File: src/rtl/enc_ctrl_pkg.sv
// enc_ctrl_pkg: shared homing FSM state codes and default SEEK timeout.
// Revision 1.0
`default_nettype none

package enc_ctrl_pkg;

  typedef enum logic [1:0] {
    ST_IDLE  = 2'b00,
    ST_SEEK  = 2'b01,
    ST_HOMED = 2'b10,
    ST_FAULT = 2'b11
  } home_state_e;

  // One second at 100 MHz
  localparam int unsigned TIMEOUT_CYC_DEF = 100_000_000;

endpackage

`default_nettype wire

File: src/rtl/quad_decoder.sv
// quad_decoder: samples A/B/Z, flags x4 quadrature steps, illegal jumps and Z rising edges.
// Revision 1.0
`default_nettype none

module quad_decoder (
  input  logic clk,
  input  logic rst_n,
  input  logic enc_a,
  input  logic enc_b,
  input  logic enc_z,
  output logic step,
  output logic step_up,
  output logic illegal,
  output logic z_rise
);

  logic [2:0] s1_q, s1_d;
  logic [2:0] s2_q, s2_d;
  logic       seed_q, seed_d;
  logic       hist_ok_q, hist_ok_d;
  logic [1:0] ab_chg;

  always_ff @(posedge clk or negedge rst_n) begin
    if (!rst_n) begin
      s1_q      <= '0;
      s2_q      <= '0;
      seed_q    <= 1'b0;
      hist_ok_q <= 1'b0;
    end else begin
      s1_q      <= s1_d;
      s2_q      <= s2_d;
      seed_q    <= seed_d;
      hist_ok_q <= hist_ok_d;
    end
  end

  // Edges are trusted only once s2 holds a real pin sample rather than the reset value.
  always_comb begin
    s1_d      = {enc_a, enc_b, enc_z};
    s2_d      = s1_q;
    seed_d    = 1'b1;
    hist_ok_d = seed_q;
    ab_chg    = s1_q[2:1] ^ s2_q[2:1];
    step      = hist_ok_q & ((ab_chg == 2'b01) | (ab_chg == 2'b10));
    illegal   = hist_ok_q & (ab_chg == 2'b11);
    // Sequence 00->01->11->10 counts up exactly when previous A differs from current B.
    step_up   = s2_q[2] ^ s1_q[1];
    z_rise    = hist_ok_q & s1_q[0] & ~s2_q[0];
  end

endmodule

`default_nettype wire

File: src/rtl/enc_home_ctrl.sv
// enc_home_ctrl: quadrature position counter with Z-index homing FSM, SEEK timeout and error count.
// Revision 1.0
`default_nettype none

module enc_home_ctrl
  import enc_ctrl_pkg::*;
#(
  parameter int          POS_W       = 16,
  parameter int unsigned TIMEOUT_CYC = TIMEOUT_CYC_DEF
) (
  input  logic                    I_CLK_100MHZ,
  input  logic                    I_RST_N,
  input  logic                    I_ENC_A,
  input  logic                    I_ENC_B,
  input  logic                    I_ENC_Z,
  input  logic                    I_HOME_REQ,
  input  logic                    I_ABORT,
  output logic signed [POS_W-1:0] O_POS,
  output logic                    O_DIR,
  output logic                    O_BUSY,
  output logic                    O_HOMED,
  output logic                    O_FAULT,
  output logic [1:0]              O_STATE,
  output logic [7:0]              O_ERR_CNT
);

  localparam int TMR_W = (TIMEOUT_CYC > 1) ? $clog2(TIMEOUT_CYC) : 1;
  localparam logic [TMR_W-1:0] TMR_LAST = TMR_W'(TIMEOUT_CYC - 1);

  home_state_e      state_q, state_d;
  logic [TMR_W-1:0] timer_q, timer_d;
  logic [POS_W-1:0] pos_q, pos_d;
  logic             dir_q, dir_d;
  logic [7:0]       err_q, err_d;

  logic step, step_up, illegal, z_rise;

  quad_decoder u_dec (
    .clk     (I_CLK_100MHZ),
    .rst_n   (I_RST_N),
    .enc_a   (I_ENC_A),
    .enc_b   (I_ENC_B),
    .enc_z   (I_ENC_Z),
    .step    (step),
    .step_up (step_up),
    .illegal (illegal),
    .z_rise  (z_rise)
  );

  always_ff @(posedge I_CLK_100MHZ or negedge I_RST_N) begin
    if (!I_RST_N) begin
      state_q <= ST_IDLE;
      timer_q <= '0;
      pos_q   <= '0;
      dir_q   <= 1'b0;
      err_q   <= '0;
    end else begin
      state_q <= state_d;
      timer_q <= timer_d;
      pos_q   <= pos_d;
      dir_q   <= dir_d;
      err_q   <= err_d;
    end
  end

  always_comb begin
    state_d = state_q;
    timer_d = timer_q;
    pos_d   = pos_q;
    dir_d   = dir_q;
    err_d   = err_q;

    if (step) begin
      pos_d = step_up ? (pos_q + POS_W'(1)) : (pos_q - POS_W'(1));
      dir_d = step_up;
    end
    if (illegal && (err_q != 8'hFF)) begin
      err_d = err_q + 8'd1;
    end

    unique case (state_q)
      ST_SEEK: begin
        timer_d = timer_q + TMR_W'(1);
        if (I_ABORT) begin
          state_d = ST_IDLE;
        end else if (z_rise) begin
          // Index wins over a coincident step: the step is dropped entirely.
          state_d = ST_HOMED;
          pos_d   = '0;
          dir_d   = dir_q;
        end else if (timer_q == TMR_LAST) begin
          state_d = ST_FAULT;
        end
      end
      ST_FAULT: begin
        if (I_ABORT) begin
          state_d = ST_IDLE;
        end else if (I_HOME_REQ) begin
          state_d = ST_SEEK;
          timer_d = '0;
        end
      end
      default: begin
        if (I_HOME_REQ && !I_ABORT) begin
          state_d = ST_SEEK;
          timer_d = '0;
        end
      end
    endcase
  end

  assign O_POS     = pos_q;
  assign O_DIR     = dir_q;
  assign O_BUSY    = (state_q == ST_SEEK);
  assign O_HOMED   = (state_q == ST_HOMED);
  assign O_FAULT   = (state_q == ST_FAULT);
  assign O_STATE   = state_q;
  assign O_ERR_CNT = err_q;

endmodule

`default_nettype wire
File: config.mk
export PLATFORM = sky130hd
export DESIGN_NAME = enc_home_ctrl
export DESIGN_NICKNAME = d
export VERILOG_FILES = /design/src/rtl/enc_ctrl_pkg.sv /design/src/rtl/quad_decoder.sv /design/src/rtl/enc_home_ctrl.sv
export SDC_FILE = /design/constraint.sdc
export NUM_CORES = 1
export LEC_CHECK = 0
export BUFFER_PORTS_ARGS = -buffer_cell sky130_fd_sc_hd__buf_4
export CORE_MARGIN = 4
export CORE_UTILIZATION = 32
export CTS_BUF_LIST = sky130_fd_sc_hd__clkbuf_8
export DETAILED_ROUTE_END_ITERATION = 10
export GPL_TIMING_DRIVEN = 0
export PLACE_DENSITY_LB_ADDON = 0.2
export SKIP_CTS_REPAIR_TIMING = 1
export SYNTH_ARGS = -nofsm -noshare
export SYNTH_HDL_FRONTEND = slang
export SYNTH_HIERARCHICAL = 1
export SYNTH_SLANG_ARGS = --single-unit
export TNS_END_PERCENT = 50
File: constraint.sdc
create_clock -name I_CLK_100MHZ -period 2.4 [get_ports I_CLK_100MHZ]
set_clock_uncertainty 0.1 [all_clocks]
set_input_delay 0.12 -clock I_CLK_100MHZ [delete_from_list [all_inputs] [get_ports I_CLK_100MHZ]]
set_output_delay 0.12 -clock I_CLK_100MHZ [all_outputs]
set_load 0.005 [all_outputs]
Word level (Yosys, flattened, before mapping). Index checks and enable logic that the tools add are counted.

Logic and storage cells: 60. Input bits: 7. Output and inout bits: 30. Register bits: 62.

Multiplexer cells: 20. Reduce and logical (&&, ||, !) cells: 6. $add $sub $neg: 4. Equality and inequality tests: 13. Bitwise operators: 8.

Operator list (count): $mux 27 (3); $mux 16 (5); $pmux 27 s2 (1); $add 27x1->27 const B (1); $eq 27x27->1 const B (1); $add 16x1->16 const B (1); $sub 16x1->16 const B (1); $mux 2 (6); $add 8x1->8 const B (1); $eq 2x2->1 const B (4); $ne 8x8->1 const B (1); $ne 3x3->1 const B (2); $reduce_and 3->1 (2); $and 1x1->1 (4); $eq 2x1->1 const B (2); $mux 1 (4); $ne 2x2->1 const B (2); $ne 4x2->1 const B (1); $pmux 2 s2 (1); $reduce_bool 3->1 (1); $logic_and 1x1->1 (2); $xor 2x2->2 (1); $logic_not 1->1 (1); $not 1->1 (1); 2 further kinds (2).

Logic depth before layout (Yosys ltp).
Depth after elaboration: 8. Mapped depth: 10. Gate-level depth less buffers: 10.

By module. Netlist, hierarchy kept.

Modules (own cells, without submodules): enc_home_ctrl (area each 3175.5 µm², times used 1, cells each 339); quad_decoder (area each 264.0 µm², times used 1, cells each 16).

Worst setup path after synthesis. No wires, ideal clock.

Path type: reg-to-reg. Start: register u_dec.s1_q[1]. End: register pos_q[15], in the netlist O_POS[15]. Clock period less this slack: 2598 ps. Data arrival time: 2379 ps. Slack: -198 ps. Cell stages (with the launch flop): 11. Library setup time: 119 ps. Path buffers: 0. Path through: dfrtp_1 -> xor2_1 -> inv_1 -> ha_1 -> and4_1 -> o211ai_1 -> and2_4 -> o31a_1 -> mux2i_1 -> xnor2_1 -> nor2_1.

RTL lines: from (decl) (RTL line quad_decoder.sv:17) `logic [2:0] s1_q, s1_d;`; from (signal assigned) (RTL line quad_decoder.sv:25) `s1_q <= '0;`; from (signal assigned) (RTL line quad_decoder.sv:30) `s1_q <= s1_d;`; $xor 1x1->1 * (RTL line quad_decoder.sv:47) `step_up = s2_q[2] ^ s1_q[1];`; net step_up (RTL line enc_home_ctrl.sv:36) `logic step, step_up, illegal, z_rise;`; $mux 16 * (RTL line enc_home_ctrl.sv:74) `pos_d = step_up ? (pos_q + POS_W'(1)) : (pos_q - POS_W'(1));`; $mux 16 * (RTL line enc_home_ctrl.sv:73) `if (step) begin`; $mux 16 (RTL line enc_home_ctrl.sv:86) `end else if (z_rise) begin`; $mux 16 (RTL line enc_home_ctrl.sv:84) `if (I_ABORT) begin`; $mux 16 * (RTL line enc_home_ctrl.sv:81) `unique case (state_q)`; net pos_d[15] (RTL line enc_home_ctrl.sv:32) `logic [POS_W-1:0] pos_q, pos_d;`; to (signal assigned) (RTL line enc_home_ctrl.sv:60) `pos_q <= pos_d;`; to (decl) (RTL line enc_home_ctrl.sv:32).

The timed path passes the listed nets; every way through them passes the cells marked *. A chain may end at the register's enable or synchronous reset.

Worst setup path in the final report. Same ends and word-level chain as after synthesis.

==> flow_summary.yaml <==
synthesis:
  synth_seq_cells: 62
  syn_area_mm2: 0.00344
  synthesis.nets: 380
  synth-main-ff-cell: "dfrtp_1"
  synth_edf_count: 0
  syn_inst: 355
  seq_area_frac_synth_pct: 45.1
  async_flop_share_pct: 100
  synth_top_area_share_pct: 45.1
  avgSynthCellArea_um2: 9.69
  synth_top_area_cell: "dfrtp_1"
  yosys_warnings: 6
  synth_area_leaders: "dfrtp_1, ha_1, o21ai_0, xnor2_1, nor2_1"
  synth_cell_type_count: 56
timing:
  fin_crit_sh_pct: 106
  finalSetupViolCount: 8
  fmax_mhz: 392
  fin_crit_ns: 2.55
  slew_headroom_pct: 37.4
  postLayoutSetupSlackWorst_ns: -0.149
  worstMarginPinSlew_ns: 0.937
  rsz0062_at_grt: "true"
  worst_hold_slack_ns: 0.198
  slew_viol_final: 0
  finalHoldViolCount: 0
cells_and_area:
  final_nets: 441
  fin_cells: 557
  area_growth_pct: 31.5
  antenna_cells: 0
  drive_gt1_share_pct: 24.9
  fillers: 995
grt:
  grt_usage_pct: 12.6
  grt_max_degree: 63
  grt_pass1_wl_mm: 13.0
  grt_overflow: 0
  first_global_vias: 2637
  antenna_found_initial: 0
drt:
  postRouteAntennaNets: 0
  drtIter0Drc: 95
  post_drt_via_cell_ratio: 5.00
  drc: 0
  wl_mm: 7.80
  avgRoutedWirePerCell_um: 14.0
  dr.pass1.iters: 5
  vias: 2786
run:
  maxCapViolations: 0
floorplan:
  start_util_pct: 33.0
  die-area_mm2: 0.0125
  row_count: 37
  die_y_um: 112
  core_mm2: 0.0104
  io_pins: 37
  die_x_um: 112
clock_network:
  max-clock-path-buffers: 2
  path_clk_slew_ns: 0.07
  cts_tree: "built"
  root_buffer: "clkbuf_8"
  clock_latency_ns: 0.33
  clock_sinks: 62
  cts_max_level: 3
  cts_buffers: 9
power_and_ir_drop:
  finalPower_mw: 4.83
  ir_drop_mv: 0.435
  p_per_area_mw_per_mm2: 1070
  power.leakage_nw: 1.91
worst_setup_path:
  critPathKind: "reg2reg"
  crit_start: "u_dec/s1_q[1]"
  arrival_ns: 2.66
  worstPathRequired_ns: 2.51
  end_kind: "flip-flop"
  critPathLaunchType: "flip-flop"
  crit_fanout: 8
  r2r-start: "u_dec/s1_q[1]"
place:
  port_buffers: 36
  pre_cts_ws_ns: -0.321
  detailed_place_hpwl_mm: 5.20
  dp.cells: 527
  gp_congestion: 0.867
run_status:
  status: "finished, violations left"
  violations: "negative setup slack"
worst_hold_path:
  min_from: "I_HOME_REQ"
  hp-class: "in2reg"
[registers in the layout (all words and copies together), names as in the netlist]
register,flops
u_dec/s2_q,3
timer_q,27
O_ERR_CNT,8
O_STATE,2
O_DIR,1
u_dec/s1_q,3
u_dec/hist_ok_q,1
u_dec/hist_ok_d,1
O_POS,16
[placed cells by master, fill, tap and decap left out, types with 3 or more instances in the layout]
master          n
a21oi_1        10
nor3_1          3
nor2_1         35
o31ai_1         7
ha_4           11
o21a_1          4
dfrtp_1        60
o211ai_1        7
nand4_1         5
o21ai_0        30
bufinv_16       3
and2_1          3
xor2_1          5
inv_1           7
clkbuf_8        9
a211oi_1        4
dlygate4sd3_1   6
and3_1          8
mux2i_1        12
a31oi_1         4
nor2b_1         5
and3_4          5
nand2_1        34
a21o_1          3
xnor2_1        17
clkbuf_1        3
nand3_1        17
ha_1            5
buf_4          43
[final timing paths]
kind	cells after the start	endpoint	slack (ns)
hold / removal	5	O_STATE[1]	0.20
setup reg to reg	10	O_POS[15]	-0.15
min in group asynchronous	2	O_POS[14]	0.31
hold reg to reg	0	u_dec/hist_ok_q	0.25
setup / recovery	10	O_POS[15]	-0.15
max in group asynchronous	2	u_dec/s2_q[2]	1.32
[synth_stat cells (2+ instances only)]
library cell / count
inv_1: 7
nor3b_1: 2
nor4_1: 2
o31ai_1: 7
nor2_1: 36
and3_1: 9
mux2i_1: 12
and2_1: 3
a211oi_1: 4
o21a_1: 4
a21oi_1: 12
o21bai_1: 2
dfrtp_1: 62
a22o_1: 2
nand4_1: 5
xor2_1: 6
o211ai_1: 7
nand2_1: 35
nand3_1: 17
clkbuf_1: 4
and3_2: 2
nor3_1: 3
a21o_1: 3
and3_4: 3
xnor2_1: 17
ha_1: 17
nor2b_1: 6
a31oi_1: 5
and4_1: 2
o21ai_0: 30
or2_2: 2
or3_1: 2
nand2b_1: 2
[cell families (layout without fill, tap and decap cells)]
logic type / count (synthesis) / in the layout / synth area share [%]
compound gates: 84 / 84 / 15.4
other cells: 1 / 1 / 0.109
buf+inv: 14 / 80 / 1.86
mux: 13 / 13 / 3.82
fa+ha+maj: 18 / 18 / 6.77
simple gates: 140 / 140 / 21.1
xor+xnor: 23 / 23 / 5.86
flops: 62 / 62 / 45.1
[critical path, stage by stage, from the launching register on]
cell      delay [ns]
dfrtp_2         0.45
xor2_4          0.30
clkinv_8        0.16
ha_4            0.33
and4_1          0.20
o211ai_1        0.10
and2_4          0.17
o31a_1          0.25
mux2i_1         0.17
xnor2_1         0.14
nor2_1          0.05
[where the power goes]
part	internal, mW	switching (mW)
logic	1.24	0.999
clock network	0.684	0.419
registers	1.25	0.243
[per-stage QoR]
stage          TNS, ns  utilization [%]  instance area [µm²]
6_report        -0.749             43.4                 4520
5_1_grt          -1.94             43.4                 4520
4_1_cts          -1.61             40.9                 4260
3_5_place_dp     -1.46             38.6                 4020
3_3_place_gp     -1.40             38.6                 4020
2_1_floorplan        0                -                 3580
[layer usage]
layer / vias to the layer above / routed length, µm / GRT usage (%)
met4: 0 / 49 / 2.68
met2: 49 / 3800 / 21.0
li1: 1398 / - / -
met3: 5 / 322 / 3.70
met1: 1334 / 3620 / 16.3
met5: - / 0 / 0
[final cells by class]
type                    instances  area, µm²  area share (%)
plain buffers                   6       35.0           0.775
repair buffers                 49        395            8.74
clock buffers                   9        124            2.74
repair inverters                1       8.76           0.194
multi-input cells             279       2080            46.0
well taps                     136        170            3.76
flip-flops and latches         62       1550            34.4
clock inverters                 7        114            2.52
inverters                       8       42.5           0.941
No activity file was read; power rests on OpenSTA's default activity.
